[config.mk]
export PLATFORM = sky130hd
export DESIGN_NAME = path_stack
export DESIGN_NICKNAME = d
export VERILOG_FILES = /design/src/rtl/path_stack.sv
export SDC_FILE = /design/constraint.sdc
export NUM_CORES = 1
export LEC_CHECK = 0
export ABC_AREA = 0
export CORE_UTILIZATION = 60
export CTS_CLUSTER_SIZE = 25
export DETAILED_ROUTE_END_ITERATION = 6
export GPL_ROUTABILITY_DRIVEN = 0
export PLACE_DENSITY = 0.77
export SLEW_MARGIN = 20
export SYNTH_ARGS = -nofsm -noshare
export SYNTH_HDL_FRONTEND = slang
export SYNTH_SLANG_ARGS = --single-unit
[constraint.sdc]
create_clock -name clk -period 10.9 [get_ports clk]
set_clock_uncertainty 0.1 [all_clocks]
set_input_delay 1.09 -clock clk [delete_from_list [all_inputs] [get_ports clk]]
set_output_delay 1.09 -clock clk [all_outputs]
set_load 0.005 [all_outputs]
[src/rtl/path_stack.sv]
// LIFO path stack with an in-order replay mode: entries are pushed/popped as a
// stack, and a replay pass streams them bottom-to-top without disturbing them.
module path_stack #(
    parameter int WIDTH = 2,
    parameter int DEPTH = 256,
    localparam int AW = $clog2(DEPTH + 1)
) (
    input  logic             clk,
    input  logic             rst,
    input  logic             push,
    input  logic             pop,
    input  logic [WIDTH-1:0] din,
    input  logic             replay_start,
    input  logic             replay_next,
    input  logic             clr_err,
    output logic [WIDTH-1:0] top,
    output logic [WIDTH-1:0] poped,
    output logic             poped_valid,
    output logic [WIDTH-1:0] pout,
    output logic             pout_valid,
    output logic [AW-1:0]    count,
    output logic             is_empty,
    output logic             is_full,
    output logic             busy,
    output logic             all_read,
    output logic             overflow,
    output logic             underflow,
    output logic             blocked
);
    localparam int IW = (DEPTH > 1) ? $clog2(DEPTH) : 1;
    localparam logic [AW-1:0] FULL_CNT = AW'(DEPTH);
    localparam logic [AW-1:0] ONE      = AW'(1);

    typedef enum logic {IDLE, REPLAY} state_t;

    state_t           state_reg, state_next;
    logic [AW-1:0]    count_reg, count_next;
    logic [AW-1:0]    cursor_reg, cursor_next;
    logic [WIDTH-1:0] poped_reg, poped_next;
    logic [WIDTH-1:0] pout_reg, pout_next;
    logic             poped_valid_reg, poped_valid_next;
    logic             pout_valid_reg, pout_valid_next;
    logic             overflow_reg, underflow_reg, blocked_reg;
    logic             ovf_evt, udf_evt, blk_evt;

    logic [WIDTH-1:0] mem [DEPTH];
    logic             we;
    logic [IW-1:0]    waddr;
    logic [IW-1:0]    top_idx, cur_idx;

    assign top_idx = IW'(count_reg - ONE);
    assign cur_idx = IW'(cursor_reg);

    always_ff @(posedge clk) begin
        if (we) begin
            mem[waddr] <= din;
        end
    end

    always_comb begin
        state_next       = state_reg;
        count_next       = count_reg;
        cursor_next      = cursor_reg;
        poped_next       = poped_reg;
        pout_next        = pout_reg;
        poped_valid_next = 1'b0;
        pout_valid_next  = 1'b0;
        we               = 1'b0;
        waddr            = top_idx;
        ovf_evt          = 1'b0;
        udf_evt          = 1'b0;
        blk_evt          = 1'b0;
        case (state_reg)
            IDLE: begin
                if (replay_start) begin
                    state_next  = REPLAY;
                    cursor_next = '0;
                end else if (push && pop && count_reg != '0) begin
                    // Swap the top: old value out, new value in, occupancy unchanged.
                    poped_next       = mem[top_idx];
                    poped_valid_next = 1'b1;
                    we               = 1'b1;
                end else if (push) begin
                    udf_evt = pop;
                    if (count_reg == FULL_CNT) begin
                        ovf_evt = 1'b1;
                    end else begin
                        we         = 1'b1;
                        waddr      = IW'(count_reg);
                        count_next = count_reg + ONE;
                    end
                end else if (pop) begin
                    if (count_reg == '0) begin
                        udf_evt = 1'b1;
                    end else begin
                        poped_next       = mem[top_idx];
                        poped_valid_next = 1'b1;
                        count_next       = count_reg - ONE;
                    end
                end
            end
            REPLAY: begin
                blk_evt = push | pop;
                if (replay_start) begin
                    cursor_next = '0;
                end else if (cursor_reg == count_reg) begin
                    // Everything emitted: all_read was visible for one cycle, leave now.
                    state_next = IDLE;
                end else if (replay_next) begin
                    pout_next       = mem[cur_idx];
                    pout_valid_next = 1'b1;
                    cursor_next     = cursor_reg + ONE;
                end
            end
            default: state_next = IDLE;
        endcase
    end

    always_ff @(posedge clk or negedge rst) begin
        if (!rst) begin
            state_reg       <= IDLE;
            count_reg       <= '0;
            cursor_reg      <= '0;
            poped_reg       <= '0;
            pout_reg        <= '0;
            poped_valid_reg <= 1'b0;
            pout_valid_reg  <= 1'b0;
            overflow_reg    <= 1'b0;
            underflow_reg   <= 1'b0;
            blocked_reg     <= 1'b0;
        end else begin
            state_reg       <= state_next;
            count_reg       <= count_next;
            cursor_reg      <= cursor_next;
            poped_reg       <= poped_next;
            pout_reg        <= pout_next;
            poped_valid_reg <= poped_valid_next;
            pout_valid_reg  <= pout_valid_next;
            // A same-cycle error event beats clr_err.
            overflow_reg    <= ovf_evt | (overflow_reg & ~clr_err);
            underflow_reg   <= udf_evt | (underflow_reg & ~clr_err);
            blocked_reg     <= blk_evt | (blocked_reg & ~clr_err);
        end
    end

    assign top         = (count_reg == '0) ? '0 : mem[top_idx];
    assign poped       = poped_reg;
    assign poped_valid = poped_valid_reg;
    assign pout        = pout_reg;
    assign pout_valid  = pout_valid_reg;
    assign count       = count_reg;
    assign is_empty    = (count_reg == '0);
    assign is_full     = (count_reg == FULL_CNT);
    assign busy        = (state_reg == REPLAY);
    assign all_read    = (state_reg == REPLAY) && (cursor_reg == count_reg);
    assign overflow    = overflow_reg;
    assign underflow   = underflow_reg;
    assign blocked     = blocked_reg;
endmodule

# Word-level counts from Yosys, hierarchy flattened
# Memories as Yosys holds them, arrays and structs flattened. A register that Yosys moved wholly into a read port is not among the register bits.
# Index checks and enable logic that the tools add are counted.
# totals
word_cells	98
latchBits	0
out_inout_bits	24
mem_count	1
ramBits	512
rom_bits	0
regBits	26
# classes
multipliers	0
addsub	3
bitwise_logic	12
shift	0
n_lt_le_gt_ge	0
n_mux	52
n_div	0
n_reduce_logical	12
n_eq_ne	9
# memory_table
memory	words	width	read_ports	rd_clocked_by_memory_dff	write_ports	line	text
mem	256	2	2	1	1	46	logic [WIDTH-1:0] mem [DEPTH];
# op_table
cell	count
$mux 9	8
$mux 8	5
$mux 1	32
$add 9x1->9 const B	2
$pmux 9 s2	1
$mux 2	5
$eq 9x9->1	1
$eq 9x9->1 const B	1
$logic_not 9->1	1
$reduce_bool 9->1	1
$sub 9x1->9 const B	1
$ne 2x2->1 const B	3
$ne 3x3->1 const B	2
$reduce_and 6->1	1
$not 1->1	5
$reduce_and 5->1	1
$ne 2x1->1 const B	2
$or 1x1->1	4
$reduce_and 4->1	1
$reduce_bool 2->1	2
$and 1x1->1	3
$logic_and 1x1->1	3
$reduce_and 3->1	1
$pmux 1 s2	1
$logic_not 1->1	1

# Depth between registers and ports, before layout
# Gate-level depths: netlist of the first run.
# logic_depth
depth_word	8
depth_mapped	17
mapped_depth_nobuf	10

# Least setup slack after synthesis of the first run
# OpenSTA, ideal clock, no wires.
# synth_timing
path_type	flip-flop to output port
from	reg count_reg[0] (netlist: count[0])
to	out top[1]
arrival_ns	3.897
slack_ns	5.813
stages_incl_launch_ff	17
required_time_ns	9.710
cell_sequence	dfrtp_1 > buf_2 > buf_2 > buf_2 > inv_1 > buf_1 > ha_1 > buf_4 > xor2_2 > buf_4 > mux4_2 > mux2i_1 > o22ai_1 > nor4_1 > a211oi_1 > a31oi_1 > nor2_1
# synth_via
elab_chain_len	3
word_cells_on_any_way	4
cone_classes	1 x add/sub; 1 x mux; 1 x reduce/logical; 1 x memory
# synth_rtl
item	line	text
from (decl)	37	logic [AW-1:0] count_reg, count_next;
from (signal assigned)	133	count_reg <= count_next;
$sub 9x1->9	n/a	
$mem_v2 256x2	n/a	
$mux 2 (*)	146	assign top = (count_reg == '0) ? '0 : mem[top_idx];
to (decl)	16	output logic [WIDTH-1:0] top,
# Every way passes the cells marked *; elsewhere a longest branch is shown, timed or not.

# Final worst setup path of the first run
# Ends and elaborated chain as after synthesis.

==> impl_metrics.env, run 1 <==
export IMPL_rsz0062_at_grt="false"
export IMPL_avgViaCountPerCell=7.420
export IMPL_cp_data_arrival_time_ps=6480
export IMPL_cts_tree="done"
export IMPL_netlist_area_um2=27140
export IMPL_worstPathRequired_ps=9710
export IMPL_vias=17890
export IMPL_period_needed_ps=7668
export IMPL_stdcell_count=2411
export IMPL_synth_xor_area_share_pct=1.221
export IMPL_worstSetupPathType="reg -> out"
export IMPL_grt_max_degree=156
export IMPL_rows=77
export IMPL_end_kind="output pin"
export IMPL_whs_ps=395.7
export IMPL_yosysSeqAreaShare_pct=59.22
export IMPL_dr_pass1_iters=6
export IMPL_postSynth_asyncResetShare_pct=5.185
export IMPL_clkLatencyLatePin_ps=620
export IMPL_dpl_cell_area_um2=27900
export IMPL_largest_reg_flops=512
export IMPL_synth_fa_ha_area_share_pct=0.1383
export IMPL_top_usage_layer="met2"
export IMPL_final_antenna_net_count=0
export IMPL_dpl_hpwl_mm=47.11
export IMPL_use_met3_pct=9.866
export IMPL_place_inst=2308
export IMPL_cp_max_fo=57
export IMPL_max_freq_mhz=130.4
export IMPL_antenna_found_initial=0
export IMPL_hold_viol=0
export IMPL_synth_top_family_by_area="multiplexers"
export IMPL_crit_path_start_kind="flip-flop"
export IMPL_drive_gt1_share_pct=23.36
export IMPL_worstHoldStart="poped[1]"
export IMPL_ys_warn_count=0
export IMPL_grt_overflow_total=0
export IMPL_die_area_um2=46100
export IMPL_r2r_cells=10
export IMPL_grt_pass1_vias=18010
export IMPL_io_buffers=32
export IMPL_multi_input_area_um2=10370
export IMPL_core_area_um2=44410
export IMPL_cts_sinks=540
export IMPL_routed_wl_mm=78.21
export IMPL_cts_setup_buffers=0
export IMPL_track_usage_pct=34.57
export IMPL_area_growth_pct=9.652
export IMPL_synth_edff_count=512
export IMPL_route_detailed_drc=0
export IMPL_final_common_cell="edfxtp_1"
export IMPL_root_buffer="clkbuf_16"
export IMPL_reg2reg_to="poped[1]"
export IMPL_ir_worst_vdd_mv=0.2408
export IMPL_relSlewSlack_pct=21.57
export IMPL_start_util_pct=61.12
export IMPL_synth_flop_cell="edfxtp_1"
export IMPL_die_x_um=214.7
export IMPL_worst_slew_pin_slew_ps=1176
export IMPL_wire_per_inst_um=32.44
export IMPL_cts_buffers_inserted=54
export IMPL_hold_class="reg -> reg"
export IMPL_clk_pin_slew_ps=60
export IMPL_synth_simple_gate_area_share_pct=9.186
export IMPL_grtUsageMet1_pct=47.15
export IMPL_synth_compound_area_share_pct=3.775
export IMPL_grt_pass1_wl_mm=116.4
export IMPL_regArea_um2=16090
export IMPL_finalNetCount=1785
export IMPL_stdcell_area_um2=29760
export IMPL_synthDistinctLibCells=70
export IMPL_ios=33
export IMPL_p_per_area_nw_per_um2=251.7
export IMPL_cts_hold_buf=0
export IMPL_maxSlewViolCount=0
export IMPL_met2_usage_pct=51.13
export IMPL_drv_cap=0
export IMPL_fin_setup_tns_ps=0
export IMPL_min_to="poped[1]"
export IMPL_finalCritPeriodShare_pct=70.35
export IMPL_drt_iter0_drc=2801
export IMPL_synthesis_nets=1802
export IMPL_status="complete, no violations"
export IMPL_final_util_pct=67.02
export IMPL_cts_resized=0
export IMPL_fillers=2873
export IMPL_die_height_um=214.7
export IMPL_clockBufferDepth=3
export IMPL_worstHoldPathCells=2
export IMPL_setup_violations=0
export IMPL_rrSetupSlack_ps=5160
export IMPL_ys_ff_latch=540
export IMPL_syn_inst=1790
export IMPL_synth_avg_cell_area_um2=15.16
export IMPL_final_cell_mix="edfxtp_1, nor2_1, mux4_2, nand2_1, clkbuf_16"
export IMPL_synthMuxAreaShare_pct=23.71
export IMPL_leakage_nw=9.069
export IMPL_reg2reg_from="count[0]"
export IMPL_h_tree_depth=2
## logic make-up (layout without fill, tap and decap cells)
family / Yosys count / after routing
compound gates: 151 / 151
xor+xnor: 37 / 37
simple gates: 578 / 578
fa+ha+maj: 3 / 3
flops: 540 / 540
mux: 315 / 315
buf+inv: 166 / 191
other cells: 0 / 4
## routing by layer
metal	up-vias	routed length [um]
met5	-	0
met4	0	4599
met3	337	10430
met2	1511	35340
met1	9010	27830
li1	7032	-
## synthesized netlist by cell type, types with 3 or more instances
| library cell | n | area [um2] |
|---|---|---|
| o211ai_1 | 3 | 22.52 |
| a21oi_1 | 29 | 145.1 |
| nor2b_1 | 6 | 37.54 |
| nor4b_1 | 3 | 26.28 |
| nor2_2 | 3 | 18.77 |
| o22ai_1 | 10 | 62.56 |
| nand4_1 | 14 | 87.58 |
| clkbuf_1 | 73 | 274.0 |
| nand2b_1 | 6 | 37.54 |
| a32oi_1 | 10 | 87.58 |
| a22oi_1 | 10 | 75.07 |
| a221oi_1 | 3 | 26.28 |
| or3_1 | 3 | 18.77 |
| nand2_1 | 155 | 581.8 |
| xor2_1 | 14 | 122.6 |
| mux4_2 | 260 | 5856 |
| a2111oi_0 | 5 | 43.79 |
| and2_1 | 4 | 25.02 |
| edfxtp_1 | 512 | 15370 |
| nor4_1 | 7 | 43.79 |
| or2_2 | 4 | 25.02 |
| nand3_1 | 47 | 235.2 |
| buf_4 | 10 | 75.07 |
| dfrtp_1 | 28 | 700.7 |
| ha_1 | 3 | 37.54 |
| o31ai_1 | 6 | 45.04 |
| a41oi_1 | 3 | 26.28 |
| o21ai_1 | 7 | 35.03 |
| buf_1 | 17 | 63.81 |
| nor3_1 | 10 | 50.05 |
| xnor2_1 | 22 | 192.7 |
| a31oi_1 | 8 | 50.05 |
| buf_2 | 44 | 220.2 |
| mux2_2 | 10 | 112.6 |
| inv_1 | 18 | 67.56 |
| a311oi_1 | 5 | 43.79 |
| o21ai_0 | 24 | 120.1 |
| nor2_1 | 297 | 1115 |
| a211oi_1 | 6 | 45.04 |
| nor2_4 | 8 | 90.09 |
| mux2i_1 | 44 | 440.4 |
## power by group
part / switching [mW] / internal (mW) / leakage, nW / total [mW]
sequential: 0.156 / 2.29 / 4.96 / 2.45
clock: 0.802 / 1.14 / 0.873 / 1.94
combinational: 1.77 / 1.33 / 3.24 / 3.10
## through the flow
step | setup WS [ps] | total power, mW
finish | 3232 | 7.492
floorplan | 5813 | 4.584
global route | 3225 | 7.685
global placement | 4307 | 5.430
detailed placement | 4180 | 5.480
CTS | 3460 | 7.409
## critical path, stage by stage (launching register included)
cell	delay, ps
dfrtp_4	810
inv_1	550
ha_4	800
buf_4	790
mux4_2	430
nand2_1	90
a21oi_1	110
a2111oi_0	950
a211oi_1	250
a31oi_1	470
nor2_1	90
clkdlybuf4s50_1	450
## cell type report
| class | count | area share [%] |
|---|---|---|
| clock buffers | 73 | 4.985 |
| flip-flops and latches | 540 | 54.05 |
| inverters | 19 | 0.2396 |
| diodes | 4 | 0.03363 |
| clock inverters | 25 | 1.097 |
| repair buffers | 74 | 2.253 |
| multi-input cells | 1084 | 34.85 |
| well taps | 592 | 2.489 |
## worst max-delay path by stage
stage                     slack [ps]  startpoint      to
final                           3230    count[0]  top[1]
after global routing            3220    count[0]  top[1]
after CTS                       3460    count[0]  top[1]
after detailed placement        4180    count[0]  top[1]
after global placement          4310    count[0]  top[1]
after floorplan                 5810    count[0]  top[1]
(Power assumes the default switching activity.)
==> inputs of run 2 (changes only) <==
--- a/config.mk
+++ b/config.mk
@@ -6,11 +6,11 @@
 export NUM_CORES = 1
 export LEC_CHECK = 0
 export ABC_AREA = 0
-export CORE_UTILIZATION = 60
+export CORE_UTILIZATION = 57
 export CTS_CLUSTER_SIZE = 25
 export DETAILED_ROUTE_END_ITERATION = 6
 export GPL_ROUTABILITY_DRIVEN = 0
-export PLACE_DENSITY = 0.77
+export PLACE_DENSITY = 0.76
 export SLEW_MARGIN = 20
 export SYNTH_ARGS = -nofsm -noshare
 export SYNTH_HDL_FRONTEND = slang
==> constraint.sdc (replaced) <==
create_clock -name clk -period 6.3 [get_ports clk]
set_clock_uncertainty 0.1 [all_clocks]
set_input_delay 0.63 -clock clk [delete_from_list [all_inputs] [get_ports clk]]
set_output_delay 0.63 -clock clk [all_outputs]
set_load 0.005 [all_outputs]
==> run 2 against run 1 <==
The run now ends with design-rule violations, negative setup slack left. Combinational power up 76%. Sequential power is 72% higher. Count of clock-buffer cells in the layout down 2. Register-to-register slack got worse by 3900 ps. Worst hold slack got worse by 110 ps. Power is 72% higher. Final area up 0.16%. Setup slack lost 3200 ps. Highest routed layer unchanged. Die area up 5.2%.
==> impl_metrics.env, run 2 (synthesized netlist as in run 1, its figures left out) <==
export IMPL_status="finished, violations left"
export IMPL_violations="design-rule violations, negative setup slack"
export IMPL_cp_common_cell="nor2_1"
export IMPL_dpl_hpwl_mm=47.98
export IMPL_rows=79
export IMPL_route_detailed_drc=17
export IMPL_crit_path_start_kind="flip-flop"
export IMPL_grt_pass1_vias=17370
export IMPL_fin_setup_tns_ps=-14.41
export IMPL_cts_resized=0
export IMPL_antennaDiodeCount=0
export IMPL_power_switching_mw=4.694
export IMPL_period_needed_ps=6314
export IMPL_worstPathCellList="buf_12 > or3_4 > and3_1 > nor2_1 > nor3_1 > a2111oi_0 > a211oi_1 > a31oi_1 > nor2_1 > clkdlybuf4s50_1"
export IMPL_hold_viol=0
export IMPL_start_util_pct=58.06
export IMPL_ir_worst_vdd_mv=0.4295
export IMPL_finalNetCount=1799
export IMPL_die_height_um=220.2
export IMPL_r2r_cells=10
export IMPL_leakage_nw=9.112
export IMPL_wire_per_inst_um=31.73
export IMPL_h_tree_depth=2
export IMPL_cts_buffers_inserted=54
export IMPL_max_freq_mhz=158.4
export IMPL_io_buffers=32
export IMPL_track_usage_pct=32.77
export IMPL_hold_class="in -> async"
export IMPL_largest_reg_flops=512
export IMPL_clkLatencyLatePin_ps=620
export IMPL_rrSetupSlack_ps=1280
export IMPL_drv_cap=0
export IMPL_avgViaCountPerCell=7.249
export IMPL_critPathBufInv=2
export IMPL_cts_tree="done"
export IMPL_final_antenna_net_count=0
export IMPL_die_x_um=220.2
export IMPL_antenna_found_initial=1
export IMPL_core_area_um2=46750
export IMPL_cts_setup_buffers=0
export IMPL_area_growth_pct=9.832
export IMPL_drt_iter0_drc=2699
export IMPL_worst_slew_pin_slew_ps=1212
export IMPL_clockBufferDepth=3
export IMPL_worstSetupPathType="reg -> out"
export IMPL_cp_max_fo=77
export IMPL_vias=17670
export IMPL_cpMaxStageDelayCell="a2111oi_0"
export IMPL_drive_gt1_share_pct=23.50
export IMPL_maxSlewViolCount=0
export IMPL_critical_path_cell_count=10
export IMPL_p_per_area_nw_per_um2=431.5
export IMPL_grt_pass1_wl_mm=114.1
export IMPL_crit_family="simple AND/OR/NAND/NOR gates"
export IMPL_clk_pin_slew_ps=60
export IMPL_fin_ws_ps=-14.41
export IMPL_worstPathRequired_ps=5570
export IMPL_cts_hold_buf=0
export IMPL_relSlewSlack_pct=17.11
export IMPL_cp_data_arrival_time_ps=5580
export IMPL_root_buffer="clkbuf_16"
export IMPL_grt_max_degree=140
export IMPL_finalCritPeriodShare_pct=100.2
export IMPL_final_common_cell="edfxtp_1"
export IMPL_whs_ps=287.1
export IMPL_ios=33
export IMPL_cts_sinks=540
export IMPL_comb_power_share_pct=42.5
export IMPL_final_cell_mix="edfxtp_1, nor2_1, mux4_2, nand2_1, clkbuf_16"
export IMPL_die_area_um2=48500
export IMPL_internal_power_mw=8.170
export IMPL_grt_overflow_total=0
export IMPL_seqPwrFrac_pct=32.7
export IMPL_max_stage_delay_ps=990
export IMPL_setup_violations=1
export IMPL_reg2reg_from="count[0]"
export IMPL_p_sw_share_pct=36.49
export IMPL_dr_pass1_iters=7
export IMPL_rsz0062_at_grt="false"
export IMPL_routed_wl_mm=77.33
export IMPL_p_clk_share_pct=24.8
export IMPL_end_kind="output pin"
export IMPL_reg2reg_to="mem[70][0]"
run 2: how the worst max path moves through the flow:
| stage | from | endpoint |
|---|---|---|
| detailed placement | count[0] | top[1] |
| global route | count[0] | top[1] |
| CTS | count[0] | top[1] |
| floorplan | count[0] | top[1] |
| finish | count[0] | top[1] |
| global placement | count[0] | top[1] |
run 2: power by group through the flow:
stage          Clock, mW  Sequential, mW  Combinational, mW
2_1_floorplan          0            4.08               3.86
3_3_place_gp           0            4.29               5.27
3_5_place_dp           0            4.29               5.30
4_1_cts             3.20            4.22               5.34
5_1_grt             3.35            4.23               5.69
6_report            3.19            4.21               5.46
run 2: area by class of cell:
class                   count  area (um2)
repair buffers             88       805.8
multi-input cells        1084       10360
clock buffers              71        1499
clock inverters            28       230.2
well taps                 607       759.5
inverters                  19       71.32
fillers                  3231       16940
flip-flops and latches    540       16090
run 2: per-layer routing:
metal | share of wire [%] | vias to the layer above | GRT usage, %
met3 | 14 | 273 | 9.608
met2 | 46 | 1418 | 49.17
met5 | 0 | - | 0.5051
met4 | 4.9 | 0 | 14.44
met1 | 35 | 8902 | 44.81
li1 | - | 7072 | -
run 2: per-stage QoR:
stage                     worst slack, ps  cells  utilization, %  instance area (um2)  power (mW)
after detailed placement            939.8   2338           60.07                28080       9.594
after global routing                11.52   2437           63.77                29810       13.27
after floorplan                      1673   1790               -                27140       7.930
after global placement              995.4   2338           60.07                28080       9.555
final                              -14.41   2437           63.77                29810       12.86
after CTS                           281.8   2437           63.77                29810       12.76
